<file path="src/rtl/diaosi_types_pkg.sv">
// diaosi_types_pkg: shared types for the diaosi memory responder.
//   arb_state_t : arbiter FSM states.
//   grant_t     : which cache owns the in-flight RAM access.
//   WORD_W      : width of addresses and data words.
//   dcache_req  : a dcache access is pending when either enable is high.
package diaosi_types_pkg;

    localparam int unsigned WORD_W = 32;

    typedef enum logic [1:0] {
        ARB_IDLE  = 2'd0,
        ARB_IBUSY = 2'd1,
        ARB_DBUSY = 2'd2,
        ARB_DONE  = 2'd3
    } arb_state_t;

    typedef enum logic {
        GNT_I_DIAOSI = 1'b0,
        GNT_D_DIAOSI = 1'b1
    } grant_t;

    function automatic logic dcache_req(input logic ren, input logic wen);
        return ren | wen;
    endfunction

endpackage

</file>
<file path="src/rtl/diaosi_mem_responder_if.sv">
// diaosi_mem_responder_if: bundle of the icache, dcache and RAM signals seen
// by the memory responder.
//   slave  : responder view (cache requests and RAM results in, waits/loads and
//            RAM commands out).
//   master : environment view (caches plus RAM model).
interface diaosi_mem_responder_if;
    import diaosi_types_pkg::*;

    logic              iREN;
    logic [WORD_W-1:0] iaddr;
    logic              iwait;
    logic [WORD_W-1:0] iload;
    logic              dREN;
    logic              dWEN;
    logic [WORD_W-1:0] daddr;
    logic [WORD_W-1:0] dstore;
    logic              dwait;
    logic [WORD_W-1:0] dload;
    logic              ramREN;
    logic              ramWEN;
    logic [WORD_W-1:0] ramaddr;
    logic [WORD_W-1:0] ramstore;
    logic [WORD_W-1:0] ramload;
    logic              ramready;

    modport slave (
        input  iREN, iaddr, dREN, dWEN, daddr, dstore, ramload, ramready,
        output iwait, iload, dwait, dload, ramREN, ramWEN, ramaddr, ramstore
    );

    modport master (
        output iREN, iaddr, dREN, dWEN, daddr, dstore, ramload, ramready,
        input  iwait, iload, dwait, dload, ramREN, ramWEN, ramaddr, ramstore
    );

endinterface

</file>
<file path="src/rtl/diaosi_arb_fair_cnt.sv">
// diaosi_arb_fair_cnt: saturating count of consecutive dcache grants made
// while the icache is waiting.
//   CLK, RST : clock, asynchronous active-high reset.
//   dgrant   : a dcache grant is being made this cycle.
//   ipend    : icache request is pending this cycle.
//   igrant   : an icache grant is being made this cycle.
//   at_max   : the count has reached STARVE_MAX, so the icache must win next.
module diaosi_arb_fair_cnt #(
    parameter int STARVE_MAX = 4
) (
    input  logic CLK,
    input  logic RST,
    input  logic dgrant,
    input  logic ipend,
    input  logic igrant,
    output logic at_max
);

    localparam int CNT_W = (STARVE_MAX < 1) ? 1 : $clog2(STARVE_MAX + 1);
    localparam logic [CNT_W-1:0] CNT_MAX  = CNT_W'(STARVE_MAX);
    localparam logic [CNT_W-1:0] CNT_ONE  = CNT_W'(1);
    localparam logic [CNT_W-1:0] CNT_ZERO = CNT_W'(0);

    logic [CNT_W-1:0] cnt_q;
    logic [CNT_W-1:0] cnt_d;

    // Next count: any grant that is not starving a pending icache clears it.
    always_comb begin
        cnt_d = cnt_q;
        if (igrant || (dgrant && !ipend)) begin
            cnt_d = CNT_ZERO;
        end else if (dgrant && (cnt_q != CNT_MAX)) begin
            cnt_d = cnt_q + CNT_ONE;
        end else begin
            cnt_d = cnt_q;
        end
    end

    // Count register.
    always_ff @(posedge CLK or posedge RST) begin
        if (RST) begin
            cnt_q <= CNT_ZERO;
        end else begin
            cnt_q <= cnt_d;
        end
    end

    assign at_max = (cnt_q == CNT_MAX);

endmodule

</file>
<file path="src/rtl/diaosi_mem_responder.sv">
// diaosi_mem_responder: serves icache and dcache word accesses over a single
// RAM port, one access at a time. The dcache wins ties unless the icache has
// been passed over STARVE_MAX times in a row.
//   CLK, RST : clock, asynchronous active-high reset.
//   bus      : slave view of the cache/RAM signal bundle. All outputs on it
//              (waits, loads, RAM command) come straight from flops.
module diaosi_mem_responder
    import diaosi_types_pkg::*;
#(
    parameter int STARVE_MAX = 4
) (
    input  logic                  CLK,
    input  logic                  RST,
    diaosi_mem_responder_if.slave bus
);

    arb_state_t        state_q, state_d;
    grant_t            gnt_q, gnt_d;
    logic              wr_q, wr_d;
    logic              ram_ren_q, ram_ren_d;
    logic              ram_wen_q, ram_wen_d;
    logic [WORD_W-1:0] ram_addr_q, ram_addr_d;
    logic [WORD_W-1:0] ram_store_q, ram_store_d;
    logic [WORD_W-1:0] iload_q, iload_d;
    logic [WORD_W-1:0] dload_q, dload_d;
    logic              iwait_q, iwait_d;
    logic              dwait_q, dwait_d;

    logic dreq_s;
    logic dgrant_s;
    logic igrant_s;
    logic at_max_s;

    diaosi_arb_fair_cnt #(
        .STARVE_MAX (STARVE_MAX)
    ) u_fair_cnt (
        .CLK    (CLK),
        .RST    (RST),
        .dgrant (dgrant_s),
        .ipend  (bus.iREN),
        .igrant (igrant_s),
        .at_max (at_max_s)
    );

    // Arbitration, RAM command and completion handling.
    always_comb begin
        state_d     = state_q;
        gnt_d       = gnt_q;
        wr_d        = wr_q;
        ram_ren_d   = ram_ren_q;
        ram_wen_d   = ram_wen_q;
        ram_addr_d  = ram_addr_q;
        ram_store_d = ram_store_q;
        iload_d     = iload_q;
        dload_d     = dload_q;
        iwait_d     = 1'b1;
        dwait_d     = 1'b1;
        dgrant_s    = 1'b0;
        igrant_s    = 1'b0;
        dreq_s      = dcache_req(bus.dREN, bus.dWEN);

        case (state_q)
            ARB_IDLE: begin
                // dWEN dominates dREN, so a double request becomes a write.
                if (dreq_s && !(bus.iREN && at_max_s)) begin
                    dgrant_s    = 1'b1;
                    state_d     = ARB_DBUSY;
                    gnt_d       = GNT_D_DIAOSI;
                    wr_d        = bus.dWEN;
                    ram_ren_d   = !bus.dWEN;
                    ram_wen_d   = bus.dWEN;
                    ram_addr_d  = bus.daddr;
                    ram_store_d = bus.dstore;
                end else if (bus.iREN) begin
                    igrant_s    = 1'b1;
                    state_d     = ARB_IBUSY;
                    gnt_d       = GNT_I_DIAOSI;
                    wr_d        = 1'b0;
                    ram_ren_d   = 1'b1;
                    ram_wen_d   = 1'b0;
                    ram_addr_d  = bus.iaddr;
                end else begin
                    state_d = ARB_IDLE;
                end
            end
            ARB_IBUSY, ARB_DBUSY: begin
                if (bus.ramready) begin
                    ram_ren_d = 1'b0;
                    ram_wen_d = 1'b0;
                    state_d   = ARB_DONE;
                    if (gnt_q == GNT_I_DIAOSI) begin
                        iload_d = bus.ramload;
                        iwait_d = 1'b0;
                    end else begin
                        if (!wr_q) begin
                            dload_d = bus.ramload;
                        end else begin
                            dload_d = dload_q;
                        end
                        dwait_d = 1'b0;
                    end
                end else begin
                    state_d = state_q;
                end
            end
            ARB_DONE: begin
                state_d = ARB_IDLE;
            end
            default: begin
                state_d = ARB_IDLE;
            end
        endcase
    end

    // State and output registers.
    always_ff @(posedge CLK or posedge RST) begin
        if (RST) begin
            state_q     <= ARB_IDLE;
            gnt_q       <= GNT_I_DIAOSI;
            wr_q        <= 1'b0;
            ram_ren_q   <= 1'b0;
            ram_wen_q   <= 1'b0;
            ram_addr_q  <= {WORD_W{1'b0}};
            ram_store_q <= {WORD_W{1'b0}};
            iload_q     <= {WORD_W{1'b0}};
            dload_q     <= {WORD_W{1'b0}};
            iwait_q     <= 1'b1;
            dwait_q     <= 1'b1;
        end else begin
            state_q     <= state_d;
            gnt_q       <= gnt_d;
            wr_q        <= wr_d;
            ram_ren_q   <= ram_ren_d;
            ram_wen_q   <= ram_wen_d;
            ram_addr_q  <= ram_addr_d;
            ram_store_q <= ram_store_d;
            iload_q     <= iload_d;
            dload_q     <= dload_d;
            iwait_q     <= iwait_d;
            dwait_q     <= dwait_d;
        end
    end

    assign bus.iwait    = iwait_q;
    assign bus.iload    = iload_q;
    assign bus.dwait    = dwait_q;
    assign bus.dload    = dload_q;
    assign bus.ramREN   = ram_ren_q;
    assign bus.ramWEN   = ram_wen_q;
    assign bus.ramaddr  = ram_addr_q;
    assign bus.ramstore = ram_store_q;

endmodule

</file>
<file path="src/flat_wrapper.sv">
// flat-port wrapper written by rule: the top's interface ports become plain ports
module diaosi_mem_responder_flat import diaosi_types_pkg::*;
#(
    parameter int STARVE_MAX = 4
)
  (CLK, RST, bus_iREN, bus_iaddr, bus_dREN, bus_dWEN, bus_daddr, bus_dstore, bus_ramload, bus_ramready, bus_iwait, bus_iload, bus_dwait, bus_dload, bus_ramREN, bus_ramWEN, bus_ramaddr, bus_ramstore);
  diaosi_mem_responder_if bus_i ();
  input  logic CLK;
  input  logic RST;
  input wire logic [$bits(bus_i.iREN)-1:0] bus_iREN;
  input wire logic [$bits(bus_i.iaddr)-1:0] bus_iaddr;
  input wire logic [$bits(bus_i.dREN)-1:0] bus_dREN;
  input wire logic [$bits(bus_i.dWEN)-1:0] bus_dWEN;
  input wire logic [$bits(bus_i.daddr)-1:0] bus_daddr;
  input wire logic [$bits(bus_i.dstore)-1:0] bus_dstore;
  input wire logic [$bits(bus_i.ramload)-1:0] bus_ramload;
  input wire logic [$bits(bus_i.ramready)-1:0] bus_ramready;
  output wire logic [$bits(bus_i.iwait)-1:0] bus_iwait;
  output wire logic [$bits(bus_i.iload)-1:0] bus_iload;
  output wire logic [$bits(bus_i.dwait)-1:0] bus_dwait;
  output wire logic [$bits(bus_i.dload)-1:0] bus_dload;
  output wire logic [$bits(bus_i.ramREN)-1:0] bus_ramREN;
  output wire logic [$bits(bus_i.ramWEN)-1:0] bus_ramWEN;
  output wire logic [$bits(bus_i.ramaddr)-1:0] bus_ramaddr;
  output wire logic [$bits(bus_i.ramstore)-1:0] bus_ramstore;
  assign bus_i.iREN = bus_iREN;
  assign bus_i.iaddr = bus_iaddr;
  assign bus_i.dREN = bus_dREN;
  assign bus_i.dWEN = bus_dWEN;
  assign bus_i.daddr = bus_daddr;
  assign bus_i.dstore = bus_dstore;
  assign bus_i.ramload = bus_ramload;
  assign bus_i.ramready = bus_ramready;
  assign bus_iwait = bus_i.iwait;
  assign bus_iload = bus_i.iload;
  assign bus_dwait = bus_i.dwait;
  assign bus_dload = bus_i.dload;
  assign bus_ramREN = bus_i.ramREN;
  assign bus_ramWEN = bus_i.ramWEN;
  assign bus_ramaddr = bus_i.ramaddr;
  assign bus_ramstore = bus_i.ramstore;
  diaosi_mem_responder #(.STARVE_MAX(STARVE_MAX)) u_core (.CLK(CLK), .RST(RST), .bus(bus_i));
endmodule
</file>
<file path="config.mk">
export PLATFORM = sky130hd
export DESIGN_NAME = diaosi_mem_responder_flat
export DESIGN_NICKNAME = d
export VERILOG_FILES = /design/src/rtl/diaosi_types_pkg.sv /design/src/rtl/diaosi_mem_responder_if.sv /design/src/rtl/diaosi_arb_fair_cnt.sv /design/src/rtl/diaosi_mem_responder.sv /design/src/flat_wrapper.sv
export SDC_FILE = /design/constraint.sdc
export NUM_CORES = 1
export LEC_CHECK = 0
export CORE_ASPECT_RATIO = 1.1
export CORE_UTILIZATION = 42
export DETAILED_ROUTE_END_ITERATION = 7
export PLACE_DENSITY = 0.86
export SYNTH_ARGS = -nofsm -noshare
export SYNTH_HDL_FRONTEND = slang
export SYNTH_SLANG_ARGS = --single-unit
export TNS_END_PERCENT = 100
</file>
<file path="constraint.sdc">
create_clock -name CLK -period 5.04 [get_ports CLK]
set_input_delay 0.504 -clock CLK [delete_from_list [all_inputs] [get_ports CLK]]
set_output_delay 0.504 -clock CLK [all_outputs]
set_load 0.005 [all_outputs]
</file>
==> Word-level counts from Yosys, hierarchy flattened <==
Index checks and enable logic that the tools add are counted.
Widths: inputs -> output; s select.
{ "totals": {"register_bits": 139, "output_inout_bits": 132, "word_cells": 68} }
{ "op_classes": {"n_addsub": 1, "n_eq_ne": 7, "n_mux": 27, "bitwise": 3, "reduce_logical": 18} }
{ "op_table": {"columns": ["operator", "count"], "rows": [
  ["$mux 32", 2],
  ["$mux 1", 18],
  ["$mux 3", 2],
  ["$pmux 2 s3", 1],
  ["$reduce_and 3->1", 2],
  ["$reduce_bool 2->1", 3],
  ["$eq 2x2->1 const B", 2],
  ["$logic_and 1x1->1", 4],
  ["$mux 2", 2],
  ["$pmux 1 s2", 2],
  ["$reduce_and 2->1", 2],
  ["$reduce_and 4->1", 1],
  ["$add 3x1->3 const B", 1],
  ["$eq 3x3->1 const B", 1],
  ["$logic_not 1->1", 3],
  ["$ne 3x2->1 const B", 1],
  ["$ne 3x3->1 const B", 1],
  ["$eq 2x1->1 const B", 1],
  ["$logic_not 2->1", 1],
  ["$ne 2x2->1 const B", 1],
  ["$not 1->1", 2],
  ["$reduce_or 2->1", 1],
  ["$logic_or 1x1->1", 1],
  ["$or 1x1->1", 1]
]} }

==> Logic depth before layout (Yosys ltp) <==
{ "logic_depth": {"ltp_word": 9, "depth_mapped": 7} }

==> By module <==
Synthesis repeated with hierarchy kept, for this count alone.
{ "unflattened": {"cells_unflattened": 404, "hier_area_um2": 5743.0} }
{ "by_module_without_submodules": {"columns": ["module", "instances", "cells_per_inst", "area_per_inst_um2", "seq_area_each_um2"], "rows": [
  ["diaosi_mem_responder", 1, 383, 5555.3, 3405.8],
  ["diaosi_arb_fair_cnt", 1, 21, 187.7, 75.1]
]} }

==> Worst setup path before layout <==
No wires, ideal clock.
{ "synth_path": {"kind": "register to register", "start": "register u_core.state_q[0]", "end": "register u_core.dload_q[23], in the netlist u_core.bus.dload[23]", "setup_time_ns": 0.127, "t_arrival_ns": 1.715, "required_ns": 4.913, "slack_ns": 3.198, "path_stages_with_launch": 8, "path_buffers": 2, "synth_period_minus_slack_ns": 1.842, "cell_sequence": "dfrtp_1 -> inv_1 -> ha_1 -> nand3_1 -> or2_2 -> clkbuf_2 -> buf_6 -> mux2_1"} }
{ "synth_between": {"elab_chain_cells": 3} }
{ "synth_rtl": {"columns": ["element", "line_no", "source"], "rows": [
  ["start, declared", "diaosi_mem_responder.sv:17", "arb_state_t state_q, state_d;"],
  ["start signal, assigned", "diaosi_mem_responder.sv:130", "state_q <= state_d;"],
  ["$eq 2x1->1 or $eq 2x2->1 (tied branches)", "diaosi_mem_responder.sv:62", "case (state_q)"],
  ["$reduce_or 2->1 *", "diaosi_mem_responder.sv:62", null],
  ["$reduce_and 4->1 (no source line) *", null, null],
  ["end signal, assigned", "diaosi_mem_responder.sv:126", "dload_q <= {WORD_W{1'b0}};"],
  ["end signal, assigned", "diaosi_mem_responder.sv:138", "dload_q <= dload_d;"],
  ["end, declared", "diaosi_mem_responder.sv:25", "logic [WORD_W-1:0] dload_q, dload_d;"]
]} }
Every way passes the cells marked *; elsewhere a longest branch is shown, timed or not.
A chain may end at the register's enable or synchronous reset.

==> Final worst setup path <==
{ "layout_path": {"start": "input bus_iREN", "end": "register u_core.ram_store_q[29], in the netlist u_core.bus.ramstore[29]"} }
{ "layout_between": {"elab_chain_cells": 4} }
{ "layout_rtl": {"columns": ["element", "line_no", "source"], "rows": [
  ["start, declared", "flat_wrapper.sv:10", "input wire logic [$bits(bus_i.iREN)-1:0] bus_iREN;"],
  ["$logic_and 1x1->1", "diaosi_mem_responder.sv:65", "if (dreq_s && !(bus.iREN && at_max_s)) begin"],
  ["$logic_not 1->1", "diaosi_mem_responder.sv:65", null],
  ["$logic_and 1x1->1", "diaosi_mem_responder.sv:65", null],
  ["$reduce_and 2->1 (no source line)", null, null],
  ["end signal, assigned", "diaosi_mem_responder.sv:124", "ram_store_q <= {WORD_W{1'b0}};"],
  ["end signal, assigned", "diaosi_mem_responder.sv:136", "ram_store_q <= ram_store_d;"],
  ["end, declared", "diaosi_mem_responder.sv:23", "logic [WORD_W-1:0] ram_store_q, ram_store_d;"]
]} }
Every way passes these cells.

==> metrics.md <==
| Metric | Value |
|---|---|
| Avg Vias per Cell | 5.14 |
| Layout Skew | ~10 ps |
| Die Height | approximately 130 um |
| CP Launch Type | input pin |
| Seq cells post-synth | 139 |
| Root buf cell | clkbuf_16 |
| Post-DP HPWL | between 10000 and 15000 um |
| H-tree depth | 4 |
| P_int | 4.22 mW |
| Slowest stage delay, CP | 660 ps |
| DRT Wirelength | 16100 um |
| Hold_ws | around 470 ps |
| Number of flops mapped to enable cells by yosys | 0 |
| Most instantiated library cell after synthesis | dfrtp_1 |
| Capturing point of the worst reg2reg path | u_core.bus.ramstore[29] |
| Post-route DRC | 0 |
| Tcrit/Tclk final | 48.0% |
| Fmax | 413 MHz |
| Worst VDD drop | 0.303 mV |
| Final nets | around 840 |
| Synth cell types | 36 |
| Max-slew violation count | 0 |
| Hold Path Sink | u_core.bus.dwait |
| PostCTS Resize Cnt | 0 |
| Critical Path, Cell by Cell | clkdlybuf4s50_1 -> nand3_1 -> buf_4 -> and3_4 -> mux2_2 |
| FF-to-FF Start | u_core.u_fair_cnt.cnt_q[0] |
| Hold buffers post-CTS | 0 |
| Worst hold path class | flip-flop to flip-flop |
| Final Hold Fails | 0 |
| FP Rows | 44 |
| RSZ-0062 raised after global routing | no |
| Min Tclk post-route | 2420 ps |
| Synth async-reset ratio | 100% |
| I/O Pins | 266 |
| Area growth syn-to-layout | 57.6% |
| Pin count of the biggest net entering global routing | between 100 and 150 |
| Initial antenna violation count | 0 |
| Total core area | between 10000 and 15000 um^2 |
| Iteration-0 DRC Markers | 282 |
| Clk slew on worst S/H paths | approximately 60 ps |
| Longest Clk Path Bufs | 2 |
| Sw frac | 28.5% |
| Final setup TNS | 0 ps |
| Logic pwr share | 44.5% |
| GPL Wtd Cong | 0.819 |
| CP Launch Point | bus_iREN |
| MaxCap Viol Count | 0 |
| Die Span X | between 100 and 150 um |
| Hold Path Depth | 1 |
| GR Overflow Total | 0 |
| Avg WL per Cell | 18.0 um |
| Worst Path Max Fanout | 37 |
| Total Routing Usage GR | a little under a quarter |
| Worst EP required | 5330 ps |
| DR vias | approximately 4600 |
| Synth cell count leaders | dfrtp_1 (137), mux2_2 (67), a31oi_1 (35), nor2_1 (35), o21ai_0 (33) |
| Critical Path End Type | flip-flop |
| Worst-margin pin slew | 1310 ps |
| Synth warn | 0 |
| Sink Count | 139 |
| Initial core utilization | between 40% and 50% |
| Outcome | completed |
| CTS Buf Count | 17 |
| Syn Std Cell Area | 5850 um^2 |
| Sequential area share after synthesis | roughly 60% |
| Setup repair bufs after CTS | 0 |
| Area share of the largest cell type after synthesis | 58.6% |
| Power Density | 641 nW/um^2 |
| Crit path arrival time | 2710 ps |
| Number of global-route vias before repair | 4915 |
| Layout cells sized above 1 | 19.3% |
| Syn Inst Count | 444 |
| Ys flop type | dfrtp_1 |
| Top post-synthesis cells by area | dfrtp_1 (59%), mux2_2 (13%), mux2_4 (7.4%), a31oi_1 (3.7%), o21ai_0 (2.8%) |
| HP Start | u_core.gnt_q |
| First-pass GRT wire length | 25800 um |
| Final setup viols | 0 |
| Mapped Nets | 583 |
| Path depth of the worst reg2reg path | 6 |
| Crit path kind | input pin to flip-flop |
| Ant. Diodes | 0 |
| Psw | 1.68 mW |
| Leakage power | 3.83 nW |
| Drt pass-1 iters | 4 |
| Largest area contributor in the netlist | dfrtp_1 |
| Core Util, Final | 68.9% |
| Die area | 14400 um^2 |
| Clock Latency Late Sink | 410 ps |
| Syn_area_per_cell | ~13 um^2 |
| CTS tree | done |
| Clock share of power | 21.6% |
| Post-DRT Antenna Nets | 0 |
| Worst path slowest cell | and3_4 |
| PortBufs | roughly 270 |
| Max-Slew Margin vs Limit | between 10 and 15% |
| Sequential share of power | 33.9% |
| FF-to-FF setup slack | between 2000 and 3000 ps |
==> power groups by stage <==
stage               logic, mW  clock network, mW  registers (mW)
floorplan                1.18                  0            2.03
global placement         2.56                  0            1.98
detailed placement       2.65                  0            2.01
CTS                      2.66               1.30            2.00
global route             2.82               1.36            2.07
finish                   2.63               1.28            2.00
==> routing by layer <==
metal / routed length [um] / vias to the layer above / GRT usage [%]
met5: 0 / - / 0
met4: 400 / 0 / 8.86
met3: 1280 / 32 / 7.65
met2: 8350 / 229 / 40.6
met1: 6120 / 2243 / 26.0
li1: - / 2119 / -
==> kinds of logic (layout without fill, tap and decap cells) <==
| logic type | Yosys count | count (layout) | synth area share (%) |
|---|---|---|---|
| muxes | 97 | 97 | 20.5 |
| buffers and inverters | 39 | 310 | 3.79 |
| DFF | 139 | 139 | 59.5 |
| AOI/OAI and AO/OA | 112 | 112 | 11.1 |
| adders and majority gates | 5 | 5 | 1.07 |
| and+or+nand+nor | 52 | 52 | 3.92 |
==> cell type report <==
| class | count | area, um^2 |
|---|---|---|
| tap | 184 | 230 |
| inverter | 7 | 31.3 |
| clock inverter | 5 | 77.6 |
| fill | 952 | 4170 |
| clock buffer | 27 | 543 |
| timing repair buffer | 271 | 2700 |
| multi-input combinational | 266 | 2150 |
| sequential | 139 | 3480 |
==> layout by cell type, fill, tap and decap left out, types with 5 or more instances in the layout <==
cell             netlist  final
nor2_1                35     35
clkbuf_8               0      8
o21ai_0               33     33
dfrtp_1              137    137
a31oi_1               35     35
mux2_2                67     67
ha_1                   5      5
nand2_1                6      6
buf_4                  0      6
inv_1                  7      6
clkbuf_16              0     17
a21oi_1               32     32
clkdlybuf4s50_1        0    265
mux2_4                29     29
==> metrics by stage <==
step / worst slack (ps) / std cells / power, mW / instance area (um^2)
floorplan: 815 / 444 / 3.21 / 5850
global placement: 2280 / 867 / 4.54 / 8590
detailed placement: 2190 / 867 / 4.67 / 8590
CTS: 2620 / 899 / 5.97 / 9210
global route: 2480 / 899 / 6.25 / 9210
finish: 2620 / 899 / 5.91 / 9210
==> state kept, by name (all words and copies together), names as in the netlist <==
name                     count
u_core.bus.ramREN            1
u_core.bus.iwait             1
u_core.wr_q                  1
u_core.bus.ramstore         32
u_core.gnt_q                 1
u_core.bus.iload            32
u_core.u_fair_cnt.cnt_q      3
u_core.bus.ramWEN            1
u_core.bus.dwait             1
u_core.state_q               2
u_core.bus.ramaddr          32
u_core.bus.dload            32
==> how the worst max path moves through the flow <==
stage	to	slack, ps	depth (start not counted)
finish	u_core.bus.ramstore[29]	2620	5
floorplan	u_core.bus.dload[0]	810	1
detailed placement	u_core.bus.ramstore[29]	2190	5
CTS	u_core.bus.ramstore[29]	2620	5
global route	u_core.bus.ramstore[29]	2480	5
global placement	u_core.bus.ramstore[31]	2280	5
==> worst max-delay path: cells and delay by family <==
kind          cells  cell delay [ps]
buf+inv           2              940
mux               1              410
simple gates      2              830
Power figures use the tool's default switching activity.
